$ cat src/rtl/uart_image_tx_if.sv
// rtl/uart_image_tx_if.sv - processing-unit / UART handshake bundle for uart_image_tx
interface uart_image_tx_if;
  logic       transmite;
  logic [7:0] dados;
  logic       tx_pronto;
  logic       saida_serial;
  logic       ocupado;
  logic       fim_transmissao;

  modport master (
    output transmite, dados,
    input  tx_pronto, saida_serial, ocupado, fim_transmissao
  );

  modport slave (
    input  transmite, dados,
    output tx_pronto, saida_serial, ocupado, fim_transmissao
  );
endinterface

$ cat src/rtl/uart_image_tx.sv
// rtl/uart_image_tx.sv - streams a packed 4-bit image out as UART 8N1 bytes
// One byte per SETTLE..ACK pass; tx_pronto in ACK advances the upstream read pointer.
module uart_image_tx #(
  parameter int HEIGHT       = 2,
  parameter int WIDTH        = 4,
  parameter int CLKS_PER_BIT = 4
) (
  input  logic           clock,
  input  logic           reset,
  uart_image_tx_if.slave bus
);

  localparam int TOTAL = (WIDTH / 2) * HEIGHT;
  localparam int CW    = (TOTAL > 1) ? $clog2(TOTAL) : 1;
  localparam int BW    = $clog2(CLKS_PER_BIT);
  localparam logic [CW-1:0] LAST_BYTE = CW'(TOTAL - 1);
  localparam logic [BW-1:0] LAST_TICK = BW'(CLKS_PER_BIT - 1);

  typedef enum logic [2:0] {
    IDLE, SETTLE, LOAD, START, DATA, STOP, ACK, DONE
  } state_t;

  state_t        state, state_next;
  logic [BW-1:0] bit_cnt, bit_cnt_next;
  logic [2:0]    bit_idx, bit_idx_next;
  logic [CW-1:0] byte_cnt, byte_cnt_next;
  logic [7:0]    shift_reg, shift_next;
  logic          serial_q, serial_next;
  logic          bit_done;

  assign bit_done = (bit_cnt == LAST_TICK);

  always_ff @(posedge clock) begin
    if (reset) begin
      state <= IDLE;
    end else begin
      state <= state_next;
    end
  end

  always_comb begin
    state_next    = state;
    bit_cnt_next  = '0;
    bit_idx_next  = bit_idx;
    byte_cnt_next = byte_cnt;
    shift_next    = shift_reg;
    case (state)
      IDLE: begin
        bit_idx_next = '0;
        if (bus.transmite) begin
          byte_cnt_next = '0;
          state_next    = SETTLE;
        end
      end
      SETTLE: state_next = LOAD;
      LOAD: begin
        shift_next = bus.dados;
        state_next = START;
      end
      START: begin
        bit_cnt_next = bit_done ? '0 : bit_cnt + 1'b1;
        if (bit_done) state_next = DATA;
      end
      DATA: begin
        bit_cnt_next = bit_done ? '0 : bit_cnt + 1'b1;
        // The line always shows shift_reg[0]; shifting on each bit boundary walks LSB first.
        if (bit_done) begin
          shift_next   = {1'b0, shift_reg[7:1]};
          bit_idx_next = bit_idx + 3'd1;
          if (bit_idx == 3'd7) state_next = STOP;
        end
      end
      STOP: begin
        bit_cnt_next = bit_done ? '0 : bit_cnt + 1'b1;
        if (bit_done) state_next = ACK;
      end
      ACK: begin
        if (byte_cnt == LAST_BYTE) begin
          state_next = DONE;
        end else begin
          byte_cnt_next = byte_cnt + 1'b1;
          state_next    = SETTLE;
        end
      end
      DONE:    state_next = IDLE;
      default: state_next = IDLE;
    endcase
  end

  // Line level is decoded from the next state so the registered output lines up with the state.
  always_comb begin
    serial_next = 1'b1;
    if (state_next == START) begin
      serial_next = 1'b0;
    end else if (state_next == DATA) begin
      serial_next = shift_next[0];
    end
  end

  always_ff @(posedge clock) begin
    if (reset) begin
      bit_cnt   <= '0;
      bit_idx   <= '0;
      byte_cnt  <= '0;
      shift_reg <= '0;
      serial_q  <= 1'b1;
    end else begin
      bit_cnt   <= bit_cnt_next;
      bit_idx   <= bit_idx_next;
      byte_cnt  <= byte_cnt_next;
      shift_reg <= shift_next;
      serial_q  <= serial_next;
    end
  end

  assign bus.saida_serial    = serial_q;
  assign bus.tx_pronto       = (state == ACK);
  assign bus.ocupado         = (state != IDLE);
  assign bus.fim_transmissao = (state == DONE);

endmodule

$ cat src/flat_wrapper.sv
// flat-port wrapper written by rule: the top's interface ports become plain ports
module uart_image_tx_flat 
#(
  parameter int HEIGHT       = 2,
  parameter int WIDTH        = 4,
  parameter int CLKS_PER_BIT = 4
)
  (clock, reset, bus_transmite, bus_dados, bus_tx_pronto, bus_saida_serial, bus_ocupado, bus_fim_transmissao);
  uart_image_tx_if bus_i ();
  input  logic clock;
  input  logic reset;
  input wire logic [$bits(bus_i.transmite)-1:0] bus_transmite;
  input wire logic [$bits(bus_i.dados)-1:0] bus_dados;
  output wire logic [$bits(bus_i.tx_pronto)-1:0] bus_tx_pronto;
  output wire logic [$bits(bus_i.saida_serial)-1:0] bus_saida_serial;
  output wire logic [$bits(bus_i.ocupado)-1:0] bus_ocupado;
  output wire logic [$bits(bus_i.fim_transmissao)-1:0] bus_fim_transmissao;
  assign bus_i.transmite = bus_transmite;
  assign bus_i.dados = bus_dados;
  assign bus_tx_pronto = bus_i.tx_pronto;
  assign bus_saida_serial = bus_i.saida_serial;
  assign bus_ocupado = bus_i.ocupado;
  assign bus_fim_transmissao = bus_i.fim_transmissao;
  uart_image_tx #(.HEIGHT(HEIGHT), .WIDTH(WIDTH), .CLKS_PER_BIT(CLKS_PER_BIT)) u_core (.clock(clock), .reset(reset), .bus(bus_i));
endmodule
$ cat config.mk
export PLATFORM = sky130hd
export DESIGN_NAME = uart_image_tx_flat
export DESIGN_NICKNAME = d
export VERILOG_FILES = /design/src/rtl/uart_image_tx_if.sv /design/src/rtl/uart_image_tx.sv /design/src/flat_wrapper.sv
export SDC_FILE = /design/constraint.sdc
export NUM_CORES = 1
export LEC_CHECK = 0
export ABC_AREA = 1
export BUFFER_PORTS_ARGS = -buffer_cell sky130_fd_sc_hd__clkbuf_2
export CORE_ASPECT_RATIO = 1.25
export CORE_MARGIN = 5
export CORE_UTILIZATION = 25
export DETAILED_ROUTE_END_ITERATION = 8
export PLACE_DENSITY = 0.39
export SLEW_MARGIN = 20
export SYNTH_ARGS = -nofsm -noshare
export SYNTH_HDL_FRONTEND = slang
export SYNTH_SLANG_ARGS = --single-unit
$ cat constraint.sdc
create_clock -name clock -period 1.55 [get_ports clock]
set_input_delay 0.2325 -clock clock [delete_from_list [all_inputs] [get_ports clock]]
set_output_delay 0.2325 -clock clock [all_outputs]
set_load 0.1 [all_outputs]
==> results.sh <==
export IMPL_status="complete, no violations"
export IMPL_max_cap_violations=0
export IMPL_worstPathMaxFanout=6
export IMPL_cts_setup_buffers=0
export IMPL_cts_hold_repair_buffers=0
export IMPL_fin_ws_ns=0.149
export IMPL_synth_nets=161
export IMPL_first_global_vias=923
export IMPL_critPathSlowestCell="dfxtp_2"
export IMPL_drive_gt1_share_pct=23.5
export IMPL_vdd_drop_max_v=0.000516
export IMPL_htree_levels=1
export IMPL_avgSynthCellArea_um2=6.68
export IMPL_drt_iter0_drc=50
export IMPL_period_needed_ns=1.40
export IMPL_largest_reg_flops=8
export IMPL_wl_per_cell_um=9.83
export IMPL_ff2ff_path_depth=9
export IMPL_place_ws_ns=0.0266
export IMPL_die_area_um2=5260
export IMPL_crit_family="flip-flops"
export IMPL_clockBufferDepth=2
export IMPL_clock_sinks=19
export IMPL_worst_slew_pin_slew_ns=0.542
export IMPL_crit_type="register to output pin"
export IMPL_power_per_cell_area_nw_per_um2=1030
export IMPL_numPortBuffers=14
export IMPL_ios=15
export IMPL_diodes=0
export IMPL_ys_ff_latch=19
export IMPL_chipHeight_um=79.9
export IMPL_hold_viol=0
export IMPL_core_um2=3780
export IMPL_antenna_found_initial=0
export IMPL_cts_buffers=3
export IMPL_maxSlewHeadroom_pct=64.0
export IMPL_cts_tree="yes"
export IMPL_cpPeakStageDelay_ns=0.40
export IMPL_cp_end_kind="output pin"
export IMPL_grt_max_degree=15
export IMPL_total_power_mw=1.25
export IMPL_path_clk_slew_ns=0.07
export IMPL_worst_path_stages=4
export IMPL_syn_cell_area_um2=976
export IMPL_vias=931
export IMPL_startpoint="u_core.state[0]"
export IMPL_max_freq_mhz=714
export IMPL_rr_startpoint="u_core.bit_cnt[0]"
export IMPL_area_growth_pct=24.5
export IMPL_final_util_pct=32.1
export IMPL_fin_crit_sh_pct=90.4
export IMPL_grt_pass1_wl_um=3830
export IMPL_leakagePower_nw=0.549
export IMPL_dr_pass1_iters=4
export IMPL_cp_endpoint="bus_tx_pronto"
export IMPL_reg2reg_slack_ns=0.16
export IMPL_mostFrequentLayoutCell="nand2_1"
export IMPL_critPathBufInv=3
export IMPL_start_util_pct=25.8
export IMPL_worstSkewPairLatency_ns=0.25
export IMPL_mostFrequentLayoutCells="nand2_1 (45), inv_1 (16), dfxtp_1 (16)"
export IMPL_syn_inst=146
export IMPL_yosysWarnings=0
export IMPL_fin_skew_ns=0.00267
export IMPL_finalSetupViolations=0
export IMPL_remaining_drc_errors=0
export IMPL_dieWidth_um=65.9
export IMPL_fin_tns_setup_ns=0
export IMPL_vias_per_cell=4.31
export IMPL_grtUsageTotal_pct=9.26
export IMPL_routabilityCongestion=0.736
export IMPL_rows=25
export IMPL_ant_nets=0
export IMPL_worstPathArrival_ns=1.17
export IMPL_hpwlAfterDp_um=1710
export IMPL_drv_slew=0
export IMPL_cp_start_kind="register"
export IMPL_r2r_end="u_core.bus.saida_serial"
export IMPL_fin_nets=178
export IMPL_crit_required_ns=1.32
export IMPL_synth_distinct_cells=20
export IMPL_cts_root_buf="clkbuf_8"
export IMPL_drt_wl_total_um=2120
export IMPL_path_cells="inv_2 > nand3_2 > clkinvlp_4 > buf_12"
export IMPL_min_path_type="input pin to register"
export IMPL_grt_setup_unrepaired="no"
export IMPL_overflow=0
export IMPL_yosysSeqAreaShare_pct=39.0
cell usage after synthesis:
| cell type | instances | area share [%] |
|---|---|---|
| ha_1 | 4 | 5.1 |
| nand3_2 | 1 | 1.0 |
| nand2_1 | 45 | 17 |
| clkbuf_1 | 1 | 0.38 |
| o211ai_1 | 1 | 0.77 |
| a31oi_1 | 6 | 3.8 |
| buf_6 | 1 | 1.2 |
| dfxtp_1 | 19 | 39 |
| nor3_1 | 2 | 1.0 |
| nor2_1 | 16 | 6.2 |
| nand3_1 | 7 | 3.6 |
| or2_1 | 1 | 0.64 |
| inv_1 | 17 | 6.5 |
| nor2_2 | 5 | 3.2 |
| nand4_1 | 1 | 0.64 |
| clkinv_1 | 1 | 0.38 |
| inv_2 | 4 | 1.5 |
| nand2_2 | 4 | 2.6 |
| o21ai_0 | 5 | 2.6 |
| a21oi_1 | 5 | 2.6 |
worst min-delay path, stage by stage:
cell and delay (ns):
clkbuf_2 0.08, nand2_1 0.05, a21oi_1 0.06
final cells by class:
type                            count  area, um^2
Fill cell                         440        2570
Multi-Input combinational cell    103         510
Sequential cell                    19         387
Timing Repair Buffer               14         115
Inverter                           22        90.1
Tap cell                           54        67.6
Clock buffer                        4        45.0
through the flow:
stage | cells | instance area (um^2) | hold WS (ns)
finish | 216 | 1210 | 0.213
floorplan | 146 | 987 | 0.302
global placement | 212 | 1150 | 0.407
CTS | 216 | 1200 | 0.210
global route | 216 | 1210 | 0.210
detailed placement | 212 | 1150 | 0.418
metal layers:
layer  vias to the layer above  GRT usage (%)  part of all wire (%)
met3                         2           1.97                   2.6
met5                         -              0                     0
met1                       427           10.4                    45
li1                        490              -                     -
met2                        12           16.5                    52
met4                         0           3.73                  0.71
cell families after synthesis:
| family | after synthesis | synth area share [%] |
|---|---|---|
| buffers and inverters | 24 | 10.0 |
| flip-flops | 19 | 39.0 |
| adder cells (fa/ha/maj) | 4 | 5.13 |
| AND/OR/NAND/NOR | 82 | 36.2 |
| AO/OA/AOI/OAI | 17 | 9.74 |
timing repair:
item                                    4_1_cts  5_1_grt
cloned                                        0        0
pin swaps                                     0        0
gates resized for setup                       1        5
endpoints found under the setup margin        1        3
power by group:
part | switching, mW | internal (mW) | leakage, nW
Combinational | 0.245 | 0.111 | 0.370
Clock | 0.161 | 0.182 | 0.0228
Sequential | 0.0301 | 0.525 | 0.156
Total | 0.436 | 0.819 | 0.549
worst min path at each step:
stage	from	depth (start not counted)	slack [ns]	end
3_5_place_dp	u_core.bit_cnt[0]	1	0.42	u_core.bit_cnt[0]
4_1_cts	bus_dados[7]	3	0.21	u_core.shift_reg[7]
3_3_place_gp	u_core.bit_cnt[0]	1	0.41	u_core.bit_cnt[0]
2_1_floorplan	reset	1	0.30	u_core.shift_reg[5]
6_report	bus_dados[7]	3	0.21	u_core.shift_reg[7]
5_1_grt	bus_dados[7]	3	0.21	u_core.shift_reg[7]
No activity file was read; power rests on OpenSTA's default activity.
